**config.mk**
```make
export PLATFORM = sky130hd
export DESIGN_NAME = int_controller
export DESIGN_NICKNAME = d
export VERILOG_FILES = /design/src/rtl/int_controller.sv
export SDC_FILE = /design/constraint.sdc
export NUM_CORES = 1
export LEC_CHECK = 0
export ABC_AREA = 1
export CAP_MARGIN = 20
export CORE_MARGIN = 5
export CORE_UTILIZATION = 41
export DETAILED_ROUTE_END_ITERATION = 10
export GPL_ROUTABILITY_DRIVEN = 0
export PLACE_DENSITY = 0.69
export SETUP_SLACK_MARGIN = 0.4
export SLEW_MARGIN = 20
export SYNTH_ARGS = -nofsm -noshare
export SYNTH_HDL_FRONTEND = slang
export SYNTH_SLANG_ARGS = --single-unit
```
**constraint.sdc**
```tcl
create_clock -name clock -period 2.1 [get_ports clock]
set_input_delay 0.21 -clock clock [delete_from_list [all_inputs] [get_ports clock]]
set_output_delay 0.21 -clock clock [all_outputs]
set_load 0.05 [all_outputs]
```
**src/rtl/int_controller.sv**
```systemverilog
`default_nettype none
// ============================================================================
// Module      : int_controller
// Description : Four-source, rising-edge interrupt controller. It keeps a
//               pending/mask register bank, dispatches the lowest-numbered
//               ready source with a vector of VBASE + 4*src, and holds it in
//               service until the CPU signals ret. There is no preemption.
// Revision    : 1.0 - initial release
// ============================================================================
module int_controller (
    input  logic       clock,
    input  logic       reset,
    input  logic [3:0] irq_src,
    input  logic       cpu_ret,
    input  logic       bus_w_en,
    input  logic [1:0] bus_addr,
    input  logic [7:0] bus_w_data,
    output logic [7:0] bus_r_data,
    output logic       int_req,
    output logic [7:0] int_en,
    output logic [7:0] int_vec
);

    localparam logic [1:0] c_addr_ctrl  = 2'd0;
    localparam logic [1:0] c_addr_vbase = 2'd1;
    localparam logic [1:0] c_addr_pend  = 2'd2;
    localparam logic [1:0] c_addr_stat  = 2'd3;

    typedef enum logic [1:0] {
        ST_IDLE       = 2'd0,
        ST_DISPATCH   = 2'd1,
        ST_IN_SERVICE = 2'd2,
        ST_ILLEGAL    = 2'd3
    } state_t;

    state_t     r_state;
    state_t     w_state_next;

    logic       r_gie;
    logic [3:0] r_mask;
    logic [7:0] r_vbase;
    logic [3:0] r_pending;
    logic [3:0] r_prev;
    logic [1:0] r_cur_src;
    logic       r_in_svc;
    logic       r_int_req;
    logic [7:0] r_int_vec;

    logic [3:0] w_edge;
    logic [3:0] w_ready;
    logic       w_dispatch;
    logic [1:0] w_sel;
    logic [3:0] w_bus_clr;
    logic [3:0] w_disp_clr;

    assign w_edge     = irq_src & ~r_prev;
    assign w_ready    = r_pending & r_mask;
    // Decision is taken from registered CTRL/PEND, so a bus write on the same
    // edge cannot influence it.
    assign w_dispatch = (r_state == ST_IDLE) && r_gie && (w_ready != 4'b0000);
    assign w_bus_clr  = (bus_w_en && (bus_addr == c_addr_pend)) ? bus_w_data[3:0] : 4'b0000;
    assign w_disp_clr = w_dispatch ? (4'b0001 << w_sel) : 4'b0000;

    // Lowest-index ready source has priority.
    always_comb begin
        w_sel = 2'd0;
        if (w_ready[0])      w_sel = 2'd0;
        else if (w_ready[1]) w_sel = 2'd1;
        else if (w_ready[2]) w_sel = 2'd2;
        else if (w_ready[3]) w_sel = 2'd3;
    end

    // Next-state logic; the unused encoding falls back to IDLE.
    always_comb begin
        w_state_next = r_state;
        case (r_state)
            ST_IDLE:       if (w_dispatch) w_state_next = ST_DISPATCH;
            ST_DISPATCH:   w_state_next = ST_IN_SERVICE;
            ST_IN_SERVICE: if (cpu_ret) w_state_next = ST_IDLE;
            default:       w_state_next = ST_IDLE;
        endcase
    end

    // State register.
    always_ff @(posedge clock) begin
        if (reset) r_state <= ST_IDLE;
        else       r_state <= w_state_next;
    end

    // Edge capture and pending bits; a new edge wins over any clear.
    always_ff @(posedge clock) begin
        if (reset) begin
            r_prev    <= 4'b0000;
            r_pending <= 4'b0000;
        end else begin
            r_prev    <= irq_src;
            r_pending <= (r_pending & ~(w_bus_clr | w_disp_clr)) | w_edge;
        end
    end

    // Dispatch bookkeeping: selected source, vector, request and service flag.
    always_ff @(posedge clock) begin
        if (reset) begin
            r_cur_src <= 2'd0;
            r_int_vec <= 8'h00;
            r_int_req <= 1'b0;
            r_in_svc  <= 1'b0;
        end else begin
            if (w_dispatch) begin
                r_cur_src <= w_sel;
                r_int_vec <= r_vbase + {4'b0000, w_sel, 2'b00};
            end
            r_int_req <= (w_state_next == ST_DISPATCH);
            r_in_svc  <= (w_state_next == ST_IN_SERVICE);
        end
    end

    // Software-writable configuration registers.
    always_ff @(posedge clock) begin
        if (reset) begin
            r_gie   <= 1'b0;
            r_mask  <= 4'b0000;
            r_vbase <= 8'h00;
        end else if (bus_w_en) begin
            if (bus_addr == c_addr_ctrl) begin
                r_gie  <= bus_w_data[7];
                r_mask <= bus_w_data[3:0];
            end
            if (bus_addr == c_addr_vbase) begin
                r_vbase <= bus_w_data;
            end
        end
    end

    // Combinational register read-back.
    always_comb begin
        bus_r_data = 8'h00;
        case (bus_addr)
            c_addr_ctrl:  bus_r_data = {r_gie, 3'b000, r_mask};
            c_addr_vbase: bus_r_data = r_vbase;
            c_addr_pend:  bus_r_data = {4'b0000, r_pending};
            c_addr_stat:  bus_r_data = {r_state, 2'b00, r_in_svc, r_cur_src, r_int_req};
            default:      bus_r_data = 8'h00;
        endcase
    end

    assign int_req = r_int_req;
    assign int_en  = {7'b0000000, r_gie};
    assign int_vec = r_int_vec;

endmodule
`default_nettype wire

```
==> impl_metrics.yaml, run 1 <==
place:
  pre_cts_ws_ns: 0.269
  dp_hpwl_mm: 2.97
  port_buffers: 35
  dpl_cell_area_um2: 2140
logic_synthesis:
  yosysTopAreaCellShare_pct: 40.9
  ys_ff_latch: 35
  yosysTopAreaCell: "dfxtp_1"
  synth_cells: 229
  yosys_warnings: 0
  avgSynthCellArea_um2: 7.48
  synth_cell_types: 34
  ys_seq_area_share_pct: 40.9
  netlist_top_cells_area: "dfxtp_1 41%, nor2_1 8.1%, nand2_1 7.5%"
  synth.cell_area_um2: 1710
floorplan:
  io_pins: 43
  rows: 23
  core_area_um2: 4030
  die_h_um: 74.6
  die_x_um: 74.6
  floorplan.initialDensity_pct: 42.5
  die_area_um2: 5570
finish:
  fill_cells: 370
  insertedDiodeCount: 0
  stdcell_area_um2: 2360
  nets: 286
  seq_area_um2: 711
  multiInputGateArea_um2: 900
  layout-drive-gt1-share_pct: 24.0
  synthToLayoutAreaGrowth_pct: 38.1
  mostFrequentLayoutCell: "nor2_1"
  mostFrequentLayoutCells: "36 x nor2_1, 29 x nand2_1, 29 x inv_1"
detailed_routing:
  drt_pass1_iterations: 4
  wl_per_cell_um: 12.6
  first_iter_violations: 88
  vias: 1561
  ant_nets: 0
  post-route-drc-count: 0
  wirelength_mm: 4.01
  via_per_inst: 4.92
worst_setup_path:
  startpoint_type: "flop"
  path_class: "reg2out"
  crit_buf_inv: 1
  slowest_stage: "clkdlybuf4s50_1"
  cp_num_cells: 1
  worstRegToRegCells: 14
  cp.arrival_ns: 1.43
  r2r_setup_slack_ns: 0.49
  critPathCapture: "int_vec[2]"
  path_cells: "clkdlybuf4s50_1"
  path_max_fanout: 2
  cp-startpoint: "int_vec[2]"
  slowest_delay_ns: 0.81
  regToRegEndpoint: "int_vec[6]"
  crit_required_ns: 1.89
  crit_path_end_kind: "output port"
  crit_family: "buffers and inverters"
  r2r-start: "r_mask[2]"
timing:
  hold_viol: 0
  fin_crit_sh_pct: 78.2
  layout_min_cycle_time_ns: 1.64
  finalSetupViolCount: 0
  finalSetupTns_ns: 0
  rsz0062_at_grt: "yes"
  drv_slew: 0
  finalClockSkew_ns: 0.00265
  max_slew_margin_pct: 58.8
  fmax_ghz: 0.609
  setup_ws_ns: 0.459
  worst_pin_slew_ns: 0.617
cts:
  cts_tree: "built"
  clkTransAtPathRegs_ns: 0.07
  htreeDepth: 2
  clk-insertion-delay-late_ns: 0.29
  numClockSinks: 35
  ctsRootBufferMaster: "clkbuf_8"
  numCtsBuffers: 5
  cts.path.max_buffers: 2
power_and_ir_drop:
  power.density_nw_per_um2: 646
  power_w: 0.00153
  p_leak_nw: 1.02
  peakVddDrop_mv: 0.502
global_routing:
  grt_max_degree: 22
  overflow: 0
  grt_pass1_wl_mm: 6.40
  grtUsageTotal_pct: 15.4
  grt_pass1_vias: 1418
  antenna_found_initial: 0
job:
  drv_cap: 0
run_status:
  status: "complete, no violations"
worst_hold_path:
  hp-class: "reg2reg"
==> registers in the layout (all words and copies together), names as in the netlist <==
signal     count
r_in_svc       1
r_cur_src      2
r_pending      4
int_req        1
r_prev         4
r_mask         4
r_vbase        8
r_gie          1
r_state        2
int_vec        8
==> layout make-up <==
class,count,area share (%)
clock buffers,8,4.23
inverters,34,5.61
multi-input cells,152,38.0
well taps,50,2.65
flip-flops and latches,35,30.1
repair buffers,38,19.4
==> worst reg2reg max path, stage by stage (launching register included) <==
cell	delay [ns]
dfxtp_2	0.33
nand2_2	0.11
nand3_2	0.07
nand2_1	0.09
nand2_2	0.08
inv_2	0.08
ha_4	0.13
ha_1	0.13
inv_1	0.05
nand2_2	0.07
nand3_2	0.08
a21oi_2	0.13
o21ai_1	0.07
nand2_1	0.06
inv_1	0.03
==> layer usage <==
layer  track usage (%)  vias to the layer above  share of wire, %
met5                 0                        -                 0
met4              6.52                        0               1.6
met3              4.41                        7               7.0
met2              25.8                       50                49
met1              18.5                      710                43
li1                  -                      794                 -
==> worst min path at each step <==
stage,from,to,slack (ns),cells past startpoint
floorplan,irq_src[1],r_prev[1],0.33,2
global placement,r_prev[0],r_pending[0],0.40,1
detailed placement,r_prev[2],r_pending[2],0.43,1
CTS,r_prev[0],r_pending[0],0.44,1
global route,r_prev[2],r_pending[2],0.44,1
finish,r_prev[3],r_pending[3],0.43,1
==> report_power, final <==
| group | switching (W) | leakage, nW | internal [W] | total [W] |
|---|---|---|---|---|
| clock | 0.000245 | 0.0515 | 0.000299 | 0.000544 |
| combinational | 0.000162 | 0.685 | 0.000103 | 0.000265 |
| sequential | 0.0000245 | 0.289 | 0.000694 | 0.000718 |
==> cell usage after synthesis, drive strengths merged <==
| cell type | n |
|---|---|
| nand4 | 4 |
| nand3 | 7 |
| buf | 12 |
| inv | 34 |
| conb | 1 |
| xor2 | 2 |
| clkbuf | 2 |
| o32ai | 2 |
| o21ai | 23 |
| a21oi | 15 |
| o2111ai | 4 |
| o221ai | 1 |
| nor2 | 40 |
| a211oi | 2 |
| a31oi | 1 |
| nand2 | 40 |
| ha | 2 |
| nor3 | 1 |
| o31ai | 1 |
| dfxtp | 35 |
==> stage by stage <==
stage	hold slack [ns]	util, %	cells
3_3_place_gp	0.403	53.0	308
4_1_cts	0.437	56.6	316
3_5_place_dp	0.428	53.0	308
5_1_grt	0.442	58.7	317
6_report	0.426	58.7	317
2_1_floorplan	0.335	-	235
==> logic make-up (layout without fill, tap and decap cells) <==
group,after synthesis,count (layout),synth area share (%)
other,1,7,0.219
AND/OR/NAND/NOR,92,92,24.2
XOR/XNOR,2,2,1.02
adder cells (fa/ha/maj),2,2,1.46
flip-flops,35,35,40.9
AO/OA/AOI/OAI,49,49,18.3
buffers and inverters,48,80,13.9
==> what timing repair did <==
item,4_1_cts,5_1_grt
hold buffers,0,0
pin swaps,0,5
setup buffers,0,1
resized for setup,11,27
setup endpoints to repair,10,11
Note: power is estimated with default switching activity, not from simulation.
==> run 2: changes to the inputs <==
Settings changed: PLACE_DENSITY 0.69 to 0.71.
Clock period 2.1 ns to 1.4 ns, I/O delays scaled along.
==> run 2 against run 1 <==
Effect of this change: the run now ends with setup timing left; worst hold slack got worse by 0.069 ns; cell count increased by 14%; flip-flop and latch count is the same; clock skew rose by 0.0064 ns; utilization increased by 18 points; setup slack got worse by 0.58 ns; final area grew 30%.
==> impl_metrics.yaml, run 2 (same netlist as run 1, synthesis figures left out) <==
worst_setup_path:
  path_cells: "nand2_4, nand2_4, inv_4, nand2_2, nand2_2, nand2_2, inv_2, ha_4, inv_2, nand2_2, nand3_2, a21oi_2, o21ai_1, nand2_1, inv_1"
  crit_required_ns: 1.60
  path_max_fanout: 3
  crit_path_end_kind: "flop"
  slowest_delay_ns: 0.34
  slowest_stage: "dfxtp_2"
  crit_path_frequent_cell: "nand2_2"
  path_class: "reg2reg"
  startpoint_type: "flop"
  cp.arrival_ns: 1.72
finish:
  insertedDiodeCount: 0
  nets: 331
  mostFrequentLayoutCells: "32 x buf_4, 30 x nor2_1, 19 x inv_1"
  stdcell_area_um2: 3070
  layout-drive-gt1-share_pct: 53.5
  fin_cells: 362
  synthToLayoutAreaGrowth_pct: 79.5
  mostFrequentLayoutCell: "buf_4"
floorplan:
  io_pins: 43
  die_x_um: 74.6
  core_area_um2: 4030
  floorplan.initialDensity_pct: 42.5
  die_area_um2: 5570
  rows: 23
  die_h_um: 74.6
detailed_routing:
  ant_nets: 0
  wirelength_mm: 5.37
  wl_per_cell_um: 14.8
  vias: 1843
  first_iter_violations: 90
  drt_pass1_iterations: 5
  via_per_inst: 5.09
  post-route-drc-count: 0
global_routing:
  overflow: 0
  grt_pass1_wl_mm: 7.98
  antenna_found_initial: 0
  grt_pass1_vias: 1790
  grtUsageTotal_pct: 19.1
  grt_max_degree: 22
timing:
  setup_ws_ns: -0.124
  drv_slew: 0
  layout_min_cycle_time_ns: 1.52
  fin_crit_sh_pct: 109
  hold_viol: 0
  finalClockSkew_ns: 0.00902
  fmax_ghz: 0.656
  finalSetupTns_ns: -0.813
  finalSetupViolCount: 11
  rsz0062_at_grt: "yes"
cts:
  numCtsBuffers: 5
  numClockSinks: 35
  ctsRootBufferMaster: "clkbuf_8"
  clkTransAtPathRegs_ns: 0.07
  clk-insertion-delay-late_ns: 0.29
  cts.path.max_buffers: 2
  htreeDepth: 2
  cts_tree: "built"
power_and_ir_drop:
  peakVddDrop_mv: 0.690
  p_leak_nw: 1.34
  power_w: 0.00248
  intPower_w: 0.00175
  seqPwrFrac_pct: 43.4
  clockPowerShare_pct: 33.1
  comb_power_share_pct: 23.4
  switching_power_w: 0.000728
  power.density_nw_per_um2: 806
  p_sw_share_pct: 29.4
run_status:
  status: "complete, but fails checks"
  violations: "setup timing"
place:
  dp_hpwl_mm: 3.45
  dpl_cell_area_um2: 2580
  port_buffers: 35
  dp.cells: 338
job:
  drv_cap: 0
worst_hold_path:
  hp-class: "in2reg"
==> run 2: changes by cell type in the layout (fill, tap and decap cells not counted), moves of 4 or more <==
cell / delta
buf_12: +9
buf_4: +29
buf_6: +16
clkdlybuf4s50_1: -8
dfxtp_1: -12
dfxtp_2: +7
dfxtp_4: +5
inv_1: -10
inv_2: +6
nand2_1: -11
nand2_2: +4
nand2_4: +7
nor2_1: -6
o21ai_0: -5
==> run 2: routing by layer <==
metal / global-route usage, % / up-vias / part of all wire [%]
li1: - / 886 / -
met1: 21.7 / 867 / 39
met2: 34.1 / 76 / 52
met3: 5.34 / 14 / 6.1
met4: 6.92 / 0 / 2.1
met5: 0 / - / 0
==> run 2: what timing repair did <==
| action | in CTS | in global routing |
|---|---|---|
| setup endpoints to repair | 40 | 35 |
| cloned | 1 | 0 |
| pin swaps | 18 | 16 |
| setup buffers | 8 | 7 |
| gates resized for setup | 63 | 43 |
| hold buffers | 0 | 0 |
==> run 2: metrics by stage <==
step	worst slack [ns]	util [%]	hold WS, ns
2_1_floorplan	-0.0668	-	0.265
3_3_place_gp	-0.146	64.1	0.404
3_5_place_dp	-0.165	64.1	0.412
4_1_cts	-0.108	71.8	0.391
5_1_grt	-0.234	76.3	0.388
6_report	-0.124	76.3	0.358
==> run 2: worst paths after layout <==
kind | from | endpoint | slack (ns) | cells after the start
max | r_pending[0] | int_vec[6] | -0.12 | 15
min | bus_addr[0] | r_pending[1] | 0.36 | 7
max reg2reg | r_pending[0] | int_vec[6] | -0.12 | 15
min reg2reg | r_prev[3] | r_pending[3] | 0.42 | 1
==> run 2: layout make-up <==
class | instances | area (um2)
tap | 50 | 62.6
inverter | 34 | 150
sequential | 35 | 738
timing repair inverter | 1 | 8.76
fill | 266 | 955
multi-input combinational | 152 | 1070
timing repair buffer | 82 | 941
clock buffer | 8 | 100
==> run 2: power by group through the flow <==
stage,registers [W],clock network (W),logic [W]
after floorplan,0.00110,0,0.000269
after global placement,0.00109,0,0.000479
after detailed placement,0.00109,0,0.000486
after CTS,0.00107,0.000822,0.000532
after global routing,0.00108,0.000876,0.000616
final,0.00108,0.000821,0.000580
==> run 2: critical path: cells and delay by family, from the launching register on <==
family	cells	cell delay, ns
DFF	1	0.34
buffers and inverters	4	0.19
AOI/OAI and AO/OA	2	0.22
and+or+nand+nor	8	0.56
adders and majority gates	1	0.12
